==> src/rtl/alu_selftest.sv <==
// Built-in sweep tester for a 4-bit, 8-op ALU: applies all 2048 vectors and records mismatches.
// Optional macro ALU_SELFTEST_STOP_ON_FAIL_EN ends the sweep at the first mismatching vector.
module alu_selftest #(
   parameter int SETTLE = 1
) (
   input  logic       clk,
   input  logic       rst_n,
   input  logic       start,
   output logic [3:0] alu_a,
   output logic [3:0] alu_b,
   output logic [2:0] alu_op,
   input  logic [3:0] alu_out,
   output logic       busy,
   output logic       done,
   output logic       pass,
   output logic [11:0] err_count,
   output logic [3:0] fail_a,
   output logic [3:0] fail_b,
   output logic [2:0] fail_op,
   output logic [3:0] fail_out
);

   typedef enum logic [2:0] {
      ST_IDLE   = 3'd0,
      ST_APPLY  = 3'd1,
      ST_SETTLE = 3'd2,
      ST_CHECK  = 3'd3,
      ST_DONE   = 3'd4
   } state_t;

   localparam logic [3:0]  SETTLE_LAST = 4'(SETTLE - 1);
   localparam logic [10:0] IDX_LAST    = 11'd2047;
   localparam logic [11:0] ERR_MAX     = 12'd2048;

   state_t      state_r;
   logic [10:0] idx_r;
   logic [3:0]  settle_cnt_r;
   logic        busy_r;
   logic        done_r;
   logic        pass_r;
   logic [11:0] err_count_r;
   logic [3:0]  fail_a_r;
   logic [3:0]  fail_b_r;
   logic [2:0]  fail_op_r;
   logic [3:0]  fail_out_r;
   logic        mismatch_s;
   logic [11:0] err_next_s;
   logic        last_vec_s;

   // Golden result of the ALU for one vector, 4-bit modulo 16
   function automatic logic [3:0] expected_result(input logic [2:0] op,
                                                  input logic [3:0] a,
                                                  input logic [3:0] b);
      logic [3:0] r;
      case (op)
         3'd0:    r = a + b;
         3'd1:    r = a - b;
         3'd2:    r = a & b;
         3'd3:    r = a | b;
         3'd4:    r = a ^ b;
         3'd5:    r = ~a;
         3'd6:    r = {a[2:0], 1'b0};
         3'd7:    r = {1'b0, a[3:1]};
         default: r = 4'd0;
      endcase
      return r;
   endfunction

   // Operands come straight from the vector index register, so they hold in SETTLE/CHECK/DONE
   assign alu_op    = idx_r[10:8];
   assign alu_a     = idx_r[7:4];
   assign alu_b     = idx_r[3:0];
   assign busy      = busy_r;
   assign done      = done_r;
   assign pass      = pass_r;
   assign err_count = err_count_r;
   assign fail_a    = fail_a_r;
   assign fail_b    = fail_b_r;
   assign fail_op   = fail_op_r;
   assign fail_out  = fail_out_r;

   // Compare the returned result and form the saturating next error count
   always_comb begin
      mismatch_s = 1'b0;
      err_next_s = err_count_r;
      if (state_r == ST_CHECK) begin
         mismatch_s = (alu_out != expected_result(idx_r[10:8], idx_r[7:4], idx_r[3:0]));
      end else begin
         mismatch_s = 1'b0;
      end
      if (mismatch_s && (err_count_r != ERR_MAX)) begin
         err_next_s = err_count_r + 12'd1;
      end else begin
         err_next_s = err_count_r;
      end
`ifdef ALU_SELFTEST_STOP_ON_FAIL_EN
      last_vec_s = (idx_r == IDX_LAST) || mismatch_s;
`else
      last_vec_s = (idx_r == IDX_LAST);
`endif
   end

   // Sweep sequencer: state, vector index, settle timer and all registered status
   always_ff @(posedge clk) begin
      if (!rst_n) begin
         state_r      <= ST_IDLE;
         idx_r        <= 11'd0;
         settle_cnt_r <= 4'd0;
         busy_r       <= 1'b0;
         done_r       <= 1'b0;
         pass_r       <= 1'b0;
         err_count_r  <= 12'd0;
         fail_a_r     <= 4'd0;
         fail_b_r     <= 4'd0;
         fail_op_r    <= 3'd0;
         fail_out_r   <= 4'd0;
      end else begin
         case (state_r)
            ST_IDLE, ST_DONE: begin
               if (start) begin
                  state_r     <= ST_APPLY;
                  idx_r       <= 11'd0;
                  busy_r      <= 1'b1;
                  done_r      <= 1'b0;
                  pass_r      <= 1'b0;
                  err_count_r <= 12'd0;
                  fail_a_r    <= 4'd0;
                  fail_b_r    <= 4'd0;
                  fail_op_r   <= 3'd0;
                  fail_out_r  <= 4'd0;
               end
            end
            ST_APPLY: begin
               state_r      <= ST_SETTLE;
               settle_cnt_r <= SETTLE_LAST;
            end
            ST_SETTLE: begin
               if (settle_cnt_r == 4'd0) begin
                  state_r <= ST_CHECK;
               end else begin
                  settle_cnt_r <= settle_cnt_r - 4'd1;
               end
            end
            ST_CHECK: begin
               err_count_r <= err_next_s;
               // Only the first mismatch of a sweep is captured
               if (mismatch_s && (err_count_r == 12'd0)) begin
                  fail_op_r  <= idx_r[10:8];
                  fail_a_r   <= idx_r[7:4];
                  fail_b_r   <= idx_r[3:0];
                  fail_out_r <= alu_out;
               end
               if (last_vec_s) begin
                  state_r <= ST_DONE;
                  busy_r  <= 1'b0;
                  done_r  <= 1'b1;
                  pass_r  <= (err_next_s == 12'd0);
               end else begin
                  state_r <= ST_APPLY;
                  idx_r   <= idx_r + 11'd1;
               end
            end
            default: begin
               state_r <= ST_IDLE;
               busy_r  <= 1'b0;
               done_r  <= 1'b0;
               pass_r  <= 1'b0;
            end
         endcase
      end
   end

endmodule

==> config.mk <==
export PLATFORM = sky130hd
export DESIGN_NAME = alu_selftest
export DESIGN_NICKNAME = d
export VERILOG_FILES = /design/src/rtl/alu_selftest.sv
export SDC_FILE = /design/constraint.sdc
export NUM_CORES = 1
export LEC_CHECK = 0
export ABC_AREA = 1
export CORE_MARGIN = 10
export CORE_UTILIZATION = 45
export DETAILED_ROUTE_END_ITERATION = 12
export GPL_TIMING_DRIVEN = 1
export PLACE_DENSITY = 0.68
export SYNTH_ARGS = -nofsm -noshare
export SYNTH_HDL_FRONTEND = slang
export SYNTH_SLANG_ARGS = --single-unit
==> constraint.sdc <==
create_clock -name clk -period 5.4 [get_ports clk]
set_input_delay 1.35 -clock clk [delete_from_list [all_inputs] [get_ports clk]]
set_output_delay 1.35 -clock clk [all_outputs]
set_load 0.05 [all_outputs]
# Word level (Yosys, flattened, before mapping)
# Index checks and enable logic that the tools add are counted.
dict set report word_totals {
  input_bits 7
  output_inout_bits 41
  reg_bits 48
  word_cells 91
}
dict set report classes {
  bitwise_logic 5
  reduce_logical 17
  eq_ne 20
  add_sub_neg 5
  mux 33
}
# cell n
set ops {}
lappend ops {{case mux 4 bit (2 select lines)} 4}
lappend ops {{case mux 4 bit (8 select lines)} 1}
lappend ops {{zero test 12 bit} 2}
lappend ops {{2-to-1 mux 12 bit} 2}
lappend ops {{2-to-1 mux 4 bit} 6}
lappend ops {{case mux 12 bit (2 select lines)} 1}
lappend ops {{2-to-1 mux 11 bit} 2}
lappend ops {{case mux 11 bit (2 select lines)} 1}
lappend ops {{equality test 3 bit (second input constant)} 5}
lappend ops {{2-to-1 mux 3 bit} 5}
lappend ops {{adder 12 x 1 -> 12 bit (second input constant)} 1}
lappend ops {{equality test 3 x 2 -> 1 bit (second input constant)} 4}
lappend ops {{!= test 12 bit (second input constant)} 1}
lappend ops {{case mux 3 bit (4 select lines)} 1}
lappend ops {{adder 11 x 1 -> 11 bit (second input constant)} 1}
lappend ops {{equality test 11 bit (second input constant)} 1}
lappend ops {{!= test 2 bit (second input constant)} 5}
lappend ops {{case mux 1 bit (3 select lines)} 3}
lappend ops {{AND reduction 3 bit} 3}
lappend ops {{equality test 3 x 1 -> 1 bit (second input constant)} 2}
lappend ops {{zero test 3 bit} 2}
lappend ops {{2-to-1 mux 1 bit} 6}
lappend ops {{case mux 3 bit (2 select lines)} 1}
lappend ops {{AND reduction 2 bit} 3}
lappend ops {{other kinds (14)} 17}

# Depth between registers and ports, before layout
dict set report depth {
  word_depth 10
  depth_mapped 26
}

# Least setup slack after synthesis
# Ideal clock, no wire load.
dict set report synth_timing {
  path_type {register to register}
  startpoint {register idx_r[0]}
  endpoint {register fail_b_r[3] (netlist: fail_b[3])}
  period_less_slack_ns 3.181
  path_slack_ns 2.219
  arrival_ns 3.064
  path_stages_with_launch 25
  required_time_ns 5.282
  setup_ns 0.118
  path_cell_list {dfxtp_1 -> inv_1 -> ha_1 -> nand2_1 -> o21ai_0 -> inv_1 -> ha_1 -> nand2_1 -> nor2_1 -> nor2_1 -> inv_1 -> nand2_1 -> nand3_1 -> nand2_1 -> nand2_1 -> nand2_1 -> inv_1 -> nand2_2 -> buf_6 -> nand4_1 -> nand2_2 -> inv_2 -> buf_4 -> a21oi_1 -> nor2_1}
}
dict set report synth_between {
  elab_chain_cells 8
  word_cells_on_any_way 12
  cone_classes {add/sub: 2; eq/ne: 2; mux: 3; bitwise: 3; reduce/logical: 2}
}
# item line
set synth_lines {}
lappend synth_lines {{start: declaration} 36} ;# logic [10:0] idx_r;
lappend synth_lines {{start signal: assignment} 160} ;# idx_r <= idx_r + 11'd1;
lappend synth_lines {{subtractor 4 bit, or another cell as far along} 57} ;# 3'd1: r = a - b;
lappend synth_lines {{case mux 4 bit (8 select lines) *} 55} ;# case (op)
lappend synth_lines {{2-to-1 mux 4 bit *} 86} ;# if (state_r == ST_CHECK) begin
lappend synth_lines {{!= test 4 bit *} 87} ;# mismatch_s = (alu_out != expected_result(idx_r[10:8], idx_r[7:4], idx_r[3:0]));
lappend synth_lines {{2-to-1 mux 1 bit *} 86}
lappend synth_lines {{logical AND 1 bit *} 147} ;# if (mismatch_s && (err_count_r == 12'd0)) begin
lappend synth_lines {{!= test 2 x 1 -> 1 bit (no line) *} --}
lappend synth_lines {{AND reduction 3 bit (no line) *} --}
lappend synth_lines {{end signal: assignment} 150} ;# fail_b_r <= idx_r[3:0];
lappend synth_lines {{end: declaration} 43} ;# logic [3:0] fail_b_r;
# Mark *: on every way between the ends. The rest lies on a longest branch, timed or not. The select of a mux whose other input is x is not followed.
# A chain may end at the register's enable or synchronous reset.

# Worst setup path after layout
dict set report layout_timing {
  startpoint {register idx_r[10]}
  endpoint {register fail_op_r[2] (netlist: fail_op[2])}
}
dict set report layout_between {
  elab_chain_cells 8
  word_cells_on_any_way 17
  cone_classes {eq/ne: 9; mux: 5; reduce/logical: 3}
}
# item line
set layout_lines {}
lappend layout_lines {{equality test 3 bit, or another cell as far along} 55}
lappend layout_lines {{case mux 4 bit (8 select lines)} 55}
lappend layout_lines {{2-to-1 mux 4 bit} 86}
lappend layout_lines {{!= test 4 bit} 87}
lappend layout_lines {{2-to-1 mux 1 bit} 86}
lappend layout_lines {{logical AND 1 bit} 147}
lappend layout_lines {{!= test 2 x 1 -> 1 bit (no line)} --}
lappend layout_lines {{AND reduction 3 bit (no line)} --}
lappend layout_lines {{end signal: assignment} 148} ;# fail_op_r <= idx_r[10:8];
lappend layout_lines {{end: declaration} 44} ;# logic [2:0] fail_op_r;
# Several ways; a longest one is shown, not always the timed one. The select of a mux whose other input is x is not followed.

==> flow_metrics.env <==
export IMPL_final_min_clock_period_ps=3440
export IMPL_grt_pass1_wl_um=14600
export IMPL_numCtsBuffers=5
export IMPL_cts_num_sinks=48
export IMPL_worst_slew_pin_slew_ps=720
export IMPL_start_util_pct=46.5
export IMPL_syn_area_um2=3160
export IMPL_synth_ff_type="dfxtp_1"
export IMPL_reg2reg_setup_slack_ps=1960
export IMPL_ir_drop_mv=0.200
export IMPL_startpoint_type="flop"
export IMPL_yosysSeqAreaShare_pct=30.4
export IMPL_clock_path_buffers=2
export IMPL_syn_nets=515
export IMPL_status="finished, final reports clean"
export IMPL_first_pass_iters=5
export IMPL_drive_above_1_share_pct=5.47
export IMPL_vias=3255
export IMPL_synthTopCellsByArea="dfxtp_1 30%, nand2_1 14%, nor2_1 7.5%"
export IMPL_cp_num_cells=21
export IMPL_avgSynthCellArea_um2=6.43
export IMPL_vias_per_cell=5.20
export IMPL_io_pins=48
export IMPL_cts_tree="done"
export IMPL_cp_required_ps=5600
export IMPL_fmax_mhz=290
export IMPL_cp_slowest_cell="dfxtp_1"
export IMPL_yosysMostFrequentCell="nand2_1"
export IMPL_maxCapViolCount=0
export IMPL_tns_ps=0
export IMPL_synthTopCellsByCount="119 x nand2_1, 63 x nor2_1, 59 x inv_1"
export IMPL_overflow=0
export IMPL_setup_viol=0
export IMPL_critPathArrivalTime_ps=3640
export IMPL_place_congestion=0.922
export IMPL_min_path_cells=2
export IMPL_detail_route_antenna_nets=0
export IMPL_path_buf_inv=4
export IMPL_place_area_um2=3660
export IMPL_die_area_um2=10800
export IMPL_skew_ps=14.8
export IMPL_routed_wl_um=8680
export IMPL_nets=553
export IMPL_crit_path_cell_trace="nor2_2 -> nand2_1 -> o21ai_0 -> inv_1 -> ha_1 -> nand2_1 -> nor2_1 -> nor2_1 -> inv_1 -> nand2_1 -> nand3_1 -> nand2_1 -> nand2_1 -> nand2_1 -> inv_1 -> nand2_2 -> nand4_1 -> nand2_2 -> inv_2 -> a21oi_1 -> nor2_1"
export IMPL_path_clk_slew_ps=100
export IMPL_rsz0062_at_grt="false"
export IMPL_fin_crit_sh_pct=63.8
export IMPL_dp_hpwl_um=6430
export IMPL_layoutNonFillerInstCount=626
export IMPL_synthArstFlopShare_pct=0
export IMPL_coreArea_um2=6790
export IMPL_synth_seq_cells=48
export IMPL_dp_cells=618
export IMPL_postCtsSetupBuffers=0
export IMPL_wire_per_inst_um=13.9
export IMPL_root_buffer="clkbuf_8"
export IMPL_antenna_cells=0
export IMPL_insertion_delay_ps=310
export IMPL_r2r_worst_path_cells=21
export IMPL_grt_pass1_vias=3059
export IMPL_synth_top_area_share_pct=30.4
export IMPL_cp_common_cell="nand2_1"
export IMPL_cp_max_fo=16
export IMPL_antenna_found_initial=0
export IMPL_critPathKind="reg -> reg"
export IMPL_first_iter_violations=248
export IMPL_cp_top_family="simple AND/OR/NAND/NOR gates"
export IMPL_track_usage_pct=15.7
export IMPL_synth_largest_area_cell="dfxtp_1"
export IMPL_synth_edf_count=0
export IMPL_power_density_nw_per_um2=314
export IMPL_htreeDepth=2
export IMPL_rows=30
export IMPL_grt_max_degree=41
export IMPL_dieWidth_um=104
export IMPL_slew_limit_headroom_pct=51.9
export IMPL_fin_area_um2=3790
export IMPL_cp_end_kind="flop"
export IMPL_ctsHoldBuffers=0
export IMPL_p_leak_uw=0.00160
export IMPL_ctsResizeCount=0
export IMPL_ys_warn_count=0
export IMPL_maxSlewViolCount=0
export IMPL_synth_cell_types=33
export IMPL_hold_viol=0
export IMPL_synthToLayoutAreaGrowth_pct=20.0
export IMPL_numPortBuffers=47
export IMPL_hold_path_class="reg -> reg"
export IMPL_die_y_um=104
export IMPL_drc=0
export IMPL_syn_inst=491
export IMPL_worst_path_largest_cell_delay_ps=480
[placed cells by master, fill, tap and decap left out]
cell type,instances
o21bai_1,1
and3_1,1
fa_1,1
a31oi_1,1
xor2_1,11
nor3_1,15
clkbuf_8,7
inv_2,9
xnor2_1,2
nor3_4,1
nand3_4,1
clkdlybuf4s50_1,47
nor4_1,5
nand4_1,19
a211oi_1,3
inv_1,59
nand3_2,3
nand4_2,1
nand2_2,3
nor2_2,1
bufinv_16,1
a21oi_1,42
buf_4,1
dfxtp_1,48
o21ai_0,23
o31ai_1,1
nor2_4,1
nor2_1,63
o21ai_1,3
ha_1,16
nand2_1,119
nand3_1,21
[stage by stage]
stage               total power [µW]  hold WS [ps]  setup slack [ps]  util, %
floorplan                        788           458              2220        -
global placement                 902           458              2040     53.9
detailed placement               908           459              2000     53.9
CTS                             1200           479              1970     55.8
global route                    1270           505              1550     55.8
finish                          1190           478              1960     55.8
[routing by layer]
layer / global-route usage, % / vias to the layer above / wire, µm
li1: - / 1662 / -
met1: 20.3 / 1470 / 3970
met2: 25.4 / 111 / 3970
met3: 3.78 / 12 / 618
met4: 3.98 / 0 / 121
met5: 0 / - / 0
[flip-flops by register name, indices dropped and copies added, names as in the netlist]
| register | flops |
|---|---|
| fail_op | 3 |
| done | 1 |
| err_count | 12 |
| idx_r | 11 |
| pass | 1 |
| settle_cnt_r | 4 |
| state_r | 3 |
| busy | 1 |
| fail_b | 4 |
| fail_out | 4 |
| fail_a | 4 |
[power breakdown]
group	internal, µW	switching (µW)	total [µW]
clock	164	125	288
sequential	407	31.7	438
combinational	145	319	463
total	715	475	1190
[worst reg2reg max path: stages (launching register included)]
cell and delay [ps]:
dfxtp_1 480, nor2_2 300, nand2_1 140, o21ai_0 320, inv_1 90, ha_1 280
nand2_1 70, nor2_1 40, nor2_1 130, inv_1 50, nand2_1 60, nand3_1 80
nand2_1 80, nand2_1 50, nand2_1 50, inv_1 40, nand2_2 200, nand4_1 160
nand2_2 280, inv_2 190, a21oi_1 190, nor2_1 50
[final cells by class]
type | count | area (µm²)
Fill cell | 674 | 3000
Multi-Input combinational cell | 358 | 1850
Sequential cell | 48 | 961
Timing Repair Buffer | 48 | 478
Inverter | 68 | 255
Tap cell | 96 | 120
Clock buffer | 7 | 96.3
Clock inverter | 1 | 30.0
[worst paths after layout]
kind,startpoint,endpoint
max,idx_r[10],fail_op[2]
min,done,done
max reg2reg,idx_r[10],fail_op[2]
min reg2reg,done,done
[logic make-up after synthesis]
family | count (synthesis) | synth area share, %
flip-flops | 48 | 30.4
XOR/XNOR | 13 | 3.61
AND/OR/NAND/NOR | 254 | 35.7
buffers and inverters | 85 | 11.2
adder cells (fa/ha/maj) | 17 | 6.97
AO/OA/AOI/OAI | 74 | 12.2
(Power assumes the default switching activity.)
